File: src/rtl/controle_memoria_dados.sv
// Data-memory controller: serialises processor loads/stores and a
// whole-memory zero-fill onto a single-port synchronous memory.
module controle_memoria_dados #(
  parameter int ADDR_W = 4,
  parameter int DATA_W = 4
) (
  input  logic              clock,
  input  logic              reset,
  input  logic              req,
  input  logic              we,
  input  logic [ADDR_W-1:0] addr,
  input  logic [DATA_W-1:0] wdata,
  input  logic              clear,
  output logic              busy,
  output logic              ack,
  output logic [DATA_W-1:0] rdata,
  output logic [ADDR_W-1:0] mem_endereco,
  output logic              mem_write,
  output logic              mem_read,
  output logic [DATA_W-1:0] mem_dado_in,
  input  logic [DATA_W-1:0] mem_dado_out
);

  typedef enum logic [1:0] {
    IDLE,
    WR,
    RD,
    CLR
  } state_t;

  localparam logic [ADDR_W-1:0] LAST = '1;

  state_t            state;
  state_t            next;
  logic [ADDR_W-1:0] cnt;
  logic [ADDR_W-1:0] a_addr;
  logic [DATA_W-1:0] a_wdata;
  logic              done;

  // last cycle of any operation; ack follows it by one edge
  assign done = (state == WR) || (state == RD) ||
                ((state == CLR) && (cnt == LAST));

  assign busy = (state != IDLE);

  // state, request latch, sweep counter, read capture and ack pulse
  always_ff @(posedge clock) begin
    if (reset) begin
      state   <= IDLE;
      cnt     <= '0;
      a_addr  <= '0;
      a_wdata <= '0;
      rdata   <= '0;
      ack     <= 1'b0;
    end else begin
      state <= next;
      ack   <= done;
      unique case (state)
        IDLE: begin
          if (clear) begin
            cnt <= '0;
          end else if (req) begin
            a_addr  <= addr;
            a_wdata <= wdata;
          end
        end
        RD:      rdata <= mem_dado_out;
        CLR:     cnt   <= cnt + 1'b1;
        default: ;
      endcase
    end
  end

  // next-state and memory-side strobes; reset masks the strobes
  always_comb begin
    next         = state;
    mem_write    = 1'b0;
    mem_read     = 1'b0;
    mem_endereco = '0;
    mem_dado_in  = '0;
    unique case (state)
      IDLE: begin
        if (clear)    next = CLR;
        else if (req) next = we ? WR : RD;
      end
      WR: begin
        mem_write    = 1'b1;
        mem_endereco = a_addr;
        mem_dado_in  = a_wdata;
        next         = IDLE;
      end
      RD: begin
        mem_read     = 1'b1;
        mem_endereco = a_addr;
        next         = IDLE;
      end
      CLR: begin
        mem_write    = 1'b1;
        mem_endereco = cnt;
        if (cnt == LAST) next = IDLE;
      end
      default: next = IDLE;
    endcase
    if (reset) begin
      mem_write = 1'b0;
      mem_read  = 1'b0;
    end
  end

endmodule
File: config.mk
export PLATFORM = sky130hd
export DESIGN_NAME = controle_memoria_dados
export DESIGN_NICKNAME = d
export VERILOG_FILES = /design/src/rtl/controle_memoria_dados.sv
export SDC_FILE = /design/constraint.sdc
export NUM_CORES = 1
export LEC_CHECK = 0
export ABC_AREA = 1
export BUFFER_PORTS_ARGS = -buffer_cell sky130_fd_sc_hd__buf_4
export CAP_MARGIN = 15
export CORE_MARGIN = 1
export CORE_UTILIZATION = 35
export CTS_CLUSTER_DIAMETER = 60
export CTS_CLUSTER_SIZE = 16
export DETAILED_ROUTE_END_ITERATION = 8
export PLACE_DENSITY = 0.69
export SLEW_MARGIN = 20
export SYNTH_ARGS = -nofsm -noshare
export SYNTH_HDL_FRONTEND = slang
export SYNTH_SLANG_ARGS = --single-unit
File: constraint.sdc
create_clock -name clock -period 1.4 [get_ports clock]
set_input_delay 0.14 -clock clock [delete_from_list [all_inputs] [get_ports clock]]
set_output_delay 0.14 -clock clock [all_outputs]
set_load 0.005 [all_outputs]
# Word-level counts from Yosys, hierarchy flattened
# Index checks and enable logic that the tools add are counted.
# Widths: inputs -> output; s select.
[totals]
input_bits = 17
wordCells = 39
regBits = 19
[classes]
addsub = 1
n_reduce_logical = 11
n_bitwise = 1
mux = 13
n_eq_ne = 7
[ops]
columns = ["operator", "n"]
rows = [
  ["$pmux 4 s2", 2],
  ["$mux 2", 4],
  ["$mux 4", 2],
  ["$pmux 2 s3", 1],
  ["$add 4x1->4 const B", 1],
  ["$eq 2x2->1 const B", 2],
  ["$eq 4x4->1 const B", 1],
  ["$mux 1", 4],
  ["$reduce_and 2->1", 2],
  ["$reduce_bool 2->1", 2],
  ["$reduce_or 2->1", 2],
  ["$ne 3x3->1 const B", 1],
  ["$reduce_and 3->1", 1],
  ["$eq 2x1->1 const B", 1],
  ["$logic_not 2->1", 1],
  ["$logic_or 1x1->1", 2],
  ["$ne 2x1->1 const B", 1],
  ["$ne 2x2->1 const B", 1],
  ["$logic_and 1x1->1", 1],
  ["$not 1->1", 1],
]

# Logic depth before layout (Yosys ltp)
# Gate-level depths: netlist of run 1.
[depth]
ltp_word = 4
depth_mapped = 8

# Worst setup path after synthesis of run 1
# Ideal clock, no wire load.
[synth_path]
path_kind = "reg2reg"
startpoint = "register state[0]"
endpoint = "register cnt[0]"
setup_slack_ns = 0.140
n_path_buf = 1
arrival_time_ns = 1.143
setup_ns = 0.117
period_less_slack_ns = 1.260
stages_incl_launch_ff = 8
cell_sequence = "dfxtp_1 -> inv_1 -> ha_1 -> buf_6 -> o21ai_4 -> inv_2 -> a21oi_1 -> nor2_1"
[synth_via]
elab_chain_len = 3
elab_cells_between_ends = 6
[synth_lines]
columns = ["item", "line_no", "rtl"]
rows = [
  ["start, declared", "33", "state_t state;"],
  ["start signal, assigned", "56", "state <= next;"],
  ["$eq 2x2->1 / $logic_not 2->1 (equally long branches)", "58", "unique case (state)"],
  ["$reduce_bool 2->1 (no line) / $ne 2x2->1 (equally long branches)", "n/a", ""],
  ["$reduce_and 2->1 (no line)", "n/a", ""],
  ["end signal, assigned", "68", "CLR: cnt <= cnt + 1'b1;"],
  ["end, declared", "35", "logic [ADDR_W-1:0] cnt;"],
]
# Several ways; a longest one is shown, not always the timed one.
# A chain may end at the register's enable or synchronous reset.

# Final worst setup path of run 1
[layout_path]
startpoint = "register state[1]"
endpoint = "output port mem_endereco[3]"
[layout_via]
elab_chain_len = 3
elab_cells_between_ends = 5
[layout_lines]
columns = ["item", "line_no", "rtl"]
rows = [
  ["$eq 2x1->1 / $eq 2x2->1 (equally long branches)", "81", "unique case (state)"],
  ["$reduce_or 2->1 (no line)", "n/a", ""],
  ["$pmux 4 s2 (*)", "81", ""],
  ["end, declared", "17", "output logic [ADDR_W-1:0] mem_endereco,"],
]
# Every way passes the cells marked *; elsewhere a longest branch is shown, timed or not.

==> impl_metrics.py, run 1 <==
metrics = {
    "power_and_ir_drop": {
        "clockPowerShare": 0.167,
        "combPwrFrac": 0.442,
        "p_sw_frac": 0.348,
        "leakage_uw": 0.000661,
        "internal-power_uw": 1110,
        "seqPwrFrac": 0.391,
        "p_switching_uw": 592,
        "power.density_nw_per_um2": 1160,
        "ir_drop_mv": 0.981,
    },
    "cts": {
        "cts.sinks": 19,
        "tritoncts": "built",
        "cts_root_buf": "clkbuf_4",
        "clkTransAtPathRegs_ps": 110,
        "cts_hold_repair.buffers": 0,
        "cts-buffers-inserted": 3,
        "htreeDepth": 1,
        "clockBufferDepth": 2,
        "clk_latency_ps": 310,
    },
    "layout": {
        "syn_to_final_growth_pct": 47.1,
        "stdcell_area_um2": 1460,
        "layout-drive-gt1-share": 0.422,
        "diodes": 0,
        "fin_util": 0.569,
        "final_nets": 204,
        "fillers": 240,
    },
    "logic_synthesis": {
        "synth_commonest_cells": "25 x nand2_1, 22 x nor2_1, 20 x inv_1",
        "yosysMostFrequentCell": "nand2_1",
        "synth-xor-area-share": 0,
        "synthArstFlopShare": 0,
        "syn_area_um2": 993,
        "synth.top_cell.area_share": 0.383,
        "synth_adder_area_share": 0.0756,
        "ys_warn_count": 0,
        "synthMuxAreaShare": 0,
        "synth_nets": 160,
        "yosysTopAreaCell": "dfxtp_1",
        "synthCells": 137,
        "synth-edff-count": 0,
        "synthTopCellsByArea": "dfxtp_1 38%, nand2_1 9.4%, nor2_1 8.3%",
        "synth_top_family_by_area": "simple AND/OR/NAND/NOR gates",
        "synth_compound_area_frac": 0.195,
        "yosys.area_share.simple": 0.222,
        "ys_ff_latch": 19,
        "seq_area_frac_synth": 0.383,
        "synthFlopType": "dfxtp_1",
        "synth_cell_type_count": 17,
        "syn_avg_cell_area_um2": 7.25,
    },
    "detailed_routing": {
        "final_antenna_net_count": 0,
        "drc": 0,
        "vias": 994,
        "wire_per_inst_um": 11.8,
        "drtIter0Drc": 8,
        "vias_per_cell": 4.73,
        "first_pass_iters": 5,
        "drt-total-wl_um": 2470,
    },
    "critical_path": {
        "worst-setup-path-type": "flop to output pin",
        "crit_arrival_ps": 1330,
        "cp_slowest_stage_delay_ps": 370,
        "cpLargestDelayFamily": "flip-flops",
        "path_max_fanout": 5,
        "r2r-start": "state[0]",
        "path_cells": "inv_4 > ha_4 > nand2_1 > a21oi_2 > buf_4",
        "crit_path_end_kind": "output pin",
        "worst-path-buf-inv": 2,
        "worst_path_max_delay_cell": "dfxtp_2",
        "required_ps": 1260,
        "crit_path_start": "state[1]",
        "start_kind": "flop",
    },
    "placed_design": {
        "gp_congestion": 0.731,
        "pre_cts_slack_ps": -26.9,
        "numPortBuffers": 32,
        "placed_area_um2": 1260,
        "dp_hpwl_um": 1750,
    },
    "global_routing": {
        "antenna_found_initial": 0,
        "gr-usage-all-layers": 0.157,
        "grt_pass1_wl_um": 3850,
        "grt_max_degree": 17,
        "grt_remaining_overflow": 0,
        "grt_pass1_vias": 944,
    },
    "sta": {
        "timing.slew.headroom": 0.679,
        "rsz0062_at_grt": "yes",
        "min_period_over_period": 1.05,
        "worst_pin_slew_ps": 481,
        "whs_ps": 25.0,
        "drv_slew": 0,
        "fin_ws_ps": -69.6,
        "setup_viol_count_final": 5,
        "clock_skew_ps": 12.3,
        "hold_viol_final": 0,
        "fin_crit_ps": 1470,
        "max_freq_mhz": 680,
    },
    "worst_hold_path": {
        "hold_start": "reset",
        "min_path_type": "input port to flop",
    },
    "floorplan": {
        "start_util": 0.387,
        "die_x_um": 55.3,
        "die_area_um2": 3060,
        "row_count": 18,
        "die_y_um": 55.3,
        "pin_count": 33,
        "core_um2": 2570,
    },
    "outcome": {
        "status": "finished, violations left",
        "violations": "setup timing",
    },
    "flow_run": {
        "cap_viol_max_count": 0,
    },
}
==> state kept, by name, indices dropped and copies added, names as in the netlist <==
name     flops
a_addr       4
a_wdata      4
ack          1
cnt          4
rdata        4
state        2
==> power groups by stage <==
stage	sequential [µW]	clock, µW	combinational (µW)
after global routing	673	321	812
final	665	284	752
after global placement	660	0	507
after floorplan	664	0	324
after detailed placement	663	0	522
after CTS	656	287	652
==> worst paths after layout <==
kind / end / slack [ps] / cells past startpoint
min: cnt[1] / 20 / 2
max: mem_endereco[3] / -70 / 5
max reg2reg: cnt[0] / 80 / 8
min reg2reg: a_wdata[1] / 460 / 2
==> cells in the final DEF, fill, tap and decap left out, types with 2 or more instances in the layout <==
cell type	Yosys	layout
buf_6	2	2
a21oi_2	2	7
dfxtp_2	0	2
o21ai_0	11	11
inv_4	0	3
ha_4	0	5
a21oi_1	16	11
nand2_1	25	20
nand3_1	4	4
nor2_1	22	21
inv_2	3	4
nand2_2	0	5
buf_4	0	39
inv_1	20	16
clkbuf_4	0	3
dfxtp_1	19	17
o21ai_2	2	2
==> routing by layer <==
layer	GRT usage	up-vias	part of all wire
met5	0	-	0
met4	0.0429	0	0.0040
met3	0.0539	2	0.048
met2	0.277	24	0.52
met1	0.178	449	0.43
li1	-	519	-
==> through the flow <==
step / power [µW] / std cells / TNS, ps
after global routing: 1810 / 210 / -868
after floorplan: 988 / 137 / 0
after global placement: 1170 / 199 / 0
final: 1700 / 210 / -288
after CTS: 1590 / 205 / -214
after detailed placement: 1190 / 199 / -29.5
==> cell type report <==
| class | count | area (µm²) | area share |
|---|---|---|---|
| sequential | 19 | 383 | 0.262 |
| tap | 30 | 37.5 | 0.0257 |
| inverter | 23 | 93.8 | 0.0642 |
| clock buffer | 4 | 26.3 | 0.0180 |
| multi-input combinational | 92 | 586 | 0.401 |
| timing repair buffer | 42 | 335 | 0.229 |
==> logic make-up after synthesis <==
| logic type | count (synthesis) |
|---|---|
| compound gates | 33 |
| fa+ha+maj | 6 |
| buf+inv | 26 |
| flops | 19 |
| simple gates | 53 |
==> repair_timing <==
| action | CTS | global route |
|---|---|---|
| endpoints found under the setup margin | 15 | 13 |
| resized for setup | 18 | 14 |
| pin swaps | 4 | 11 |
| buffers inserted | 2 | 5 |
Power figures use the tool's default switching activity.
==> run 2: changes to the inputs <==
--- a/config.mk
+++ b/config.mk
@@ -5,7 +5,6 @@
 export SDC_FILE = /design/constraint.sdc
 export NUM_CORES = 1
 export LEC_CHECK = 0
-export ABC_AREA = 1
 export BUFFER_PORTS_ARGS = -buffer_cell sky130_fd_sc_hd__buf_4
 export CAP_MARGIN = 15
 export CORE_MARGIN = 1
==> impl_metrics.py, run 2 <==
metrics = {
    "outcome": {
        "status": "finished, violations left",
        "violations": "setup timing",
    },
    "cts": {
        "htreeDepth": 1,
        "clockBufferDepth": 2,
        "tritoncts": "built",
        "cts_root_buf": "clkbuf_4",
        "clkTransAtPathRegs_ps": 110,
        "cts_hold_repair.buffers": 0,
        "clk_latency_ps": 290,
        "cts-buffers-inserted": 3,
        "cts.sinks": 19,
    },
    "logic_synthesis": {
        "ys_warn_count": 0,
        "synthTopCellsByArea": "dfxtp_1 40%, ha_1 7.9%, nor2_1 6.3%",
        "synth_cell_type_count": 26,
        "ys_ff_latch": 19,
        "yosysMostFrequentCell": "dfxtp_1",
        "synthFlopType": "dfxtp_1",
        "syn_avg_cell_area_um2": 8.38,
        "synth_nets": 136,
        "yosysTopAreaCell": "dfxtp_1",
        "synthArstFlopShare": 0,
        "syn_area_um2": 947,
        "synthCells": 113,
        "synth.top_cell.area_share": 0.402,
        "seq_area_frac_synth": 0.402,
        "synth_commonest_cells": "19 x dfxtp_1, 16 x nor2_1, 11 x nand2_1, 11 x nand3_1, 10 x a21oi_1",
        "synth-edff-count": 0,
    },
    "floorplan": {
        "die_x_um": 54.0,
        "core_um2": 2520,
        "pin_count": 33,
        "row_count": 18,
        "die_area_um2": 2920,
        "die_y_um": 54.0,
        "start_util": 0.375,
    },
    "placed_design": {
        "pre_cts_slack_ps": -13.3,
        "dp_hpwl_um": 1660,
        "numPortBuffers": 32,
        "gp_congestion": 0.893,
    },
    "critical_path": {
        "crit_path_end_kind": "output pin",
        "worst-setup-path-type": "flop to output pin",
        "path_cells": "inv_4 > ha_4 > a22oi_2 > nor2_1 > buf_4",
        "required_ps": 1260,
        "path_max_fanout": 5,
        "start_kind": "flop",
        "worst-path-buf-inv": 2,
        "worst_path_max_delay_cell": "dfxtp_4",
        "crit_arrival_ps": 1360,
        "cpLargestDelayFamily": "flip-flops",
        "cp_slowest_stage_delay_ps": 400,
    },
    "detailed_routing": {
        "drt-total-wl_um": 2160,
        "vias": 929,
        "drc": 0,
        "wire_per_inst_um": 11.9,
        "final_antenna_net_count": 0,
        "drtIter0Drc": 12,
        "first_pass_iters": 4,
        "vias_per_cell": 5.13,
    },
    "sta": {
        "clock_skew_ps": 7.18,
        "drv_slew": 0,
        "fin_ws_ps": -95.4,
        "max_freq_mhz": 669,
        "hold_viol_final": 0,
        "min_period_over_period": 1.07,
        "whs_ps": 77.0,
        "fin_crit_ps": 1500,
        "timing.slew.headroom": 0.836,
        "worst_pin_slew_ps": 246,
        "rsz0062_at_grt": "yes",
        "setup_viol_count_final": 11,
    },
    "layout": {
        "diodes": 0,
        "layout-drive-gt1-share": 0.411,
        "fin_util": 0.535,
        "layout_commonest_cell": "buf_4",
        "final_nets": 175,
        "final_cell_mix": "40 x buf_4, 16 x nor2_1, 15 x dfxtp_1, 11 x nand3_1, 10 x nand2_1",
        "syn_to_final_growth_pct": 42.4,
    },
    "worst_hold_path": {
        "min_path_type": "input port to flop",
    },
    "power_and_ir_drop": {
        "fin_total_pwr_uw": 1430,
        "power.density_nw_per_um2": 1060,
        "ir_drop_mv": 0.819,
        "leakage_uw": 0.000583,
    },
    "global_routing": {
        "grt_pass1_wl_um": 3340,
        "gr-usage-all-layers": 0.160,
        "grt_max_degree": 24,
        "grt_remaining_overflow": 0,
        "antenna_found_initial": 0,
        "grt_pass1_vias": 808,
    },
    "flow_run": {
        "cap_viol_max_count": 0,
    },
}
run 2: cell count changes after synthesis, moves of 2 or more:
cell | before | now
inv_1 | 20 | 4
nand2_1 | 25 | 11
o21ai_0 | 11 | 2
nand3_1 | 4 | 11
a21oi_1 | 16 | 10
nor2_1 | 22 | 16
a22oi_1 | 0 | 5
mux2i_1 | 0 | 5
and2_1 | 0 | 4
nand2b_1 | 0 | 4
clkbuf_1 | 0 | 3
inv_2 | 3 | 0
a21oi_2 | 2 | 0
run 2: worst paths after layout:
| check | to | slack [ps] | startpoint | cells after the start |
|---|---|---|---|---|
| worst max-delay path | mem_endereco[1] | -100 | state[1] | 5 |
| worst min-delay path | rdata[3] | 80 | mem_dado_out[3] | 3 |
| worst max register to register | cnt[3] | -20 | state[1] | 5 |
| worst min register to register | a_wdata[3] | 450 | a_wdata[3] | 2 |
run 2: final cells by class:
type                       instances  area, µm²
fill                             256       1170
inverter                           4       20.0
timing repair buffer              40        300
clock buffer                       3       22.5
sequential                        19        390
multi-input combinational         84        573
tap                               30       37.5
clock inverter                     1       5.00
run 2: metal layers:
metal / wire [µm] / GRT usage / vias up / part of all wire
met2: 1130 / 0.292 / 23 / 0.52
met1: 926 / 0.177 / 444 / 0.43
met4: 0 / 0.0256 / 0 / 0
met3: 98 / 0.0593 / 0 / 0.045
met5: 0 / 0 / - / 0
li1: - / - / 462 / -
run 2: metrics by stage:
stage,std cells,TNS [ps],instance area (µm²)
finish,181,-521,1350
global route,181,-1310,1350
CTS,180,-747,1330
detailed placement,175,-13.3,1260
global placement,175,0,1260
floorplan,113,-22.2,973
run 2: worst min-delay path, cell delays in order:
cell and delay [ps]:
buf_4 80, mux2i_1 50, nor2_1 70
run 2: timing repair:
action	4_1_cts	5_1_grt
pin swaps	4	2
setup buffers	1	1
endpoints found under the setup margin	11	21
resized for setup	6	7
run 2: power by group:
part / total [µW] / switching [µW] / internal (µW)
clock: 268 / 161 / 106
sequential: 632 / 39.0 / 593
combinational: 529 / 243 / 286
total: 1430 / 443 / 985
run 2: cells by family after synthesis:
group                    synth area share
AND/OR/NAND/NOR                     0.259
AO/OA/AOI/OAI                       0.147
flip-flops                          0.402
buffers and inverters              0.0489
multiplexers                       0.0647
adder cells (fa/ha/maj)            0.0793
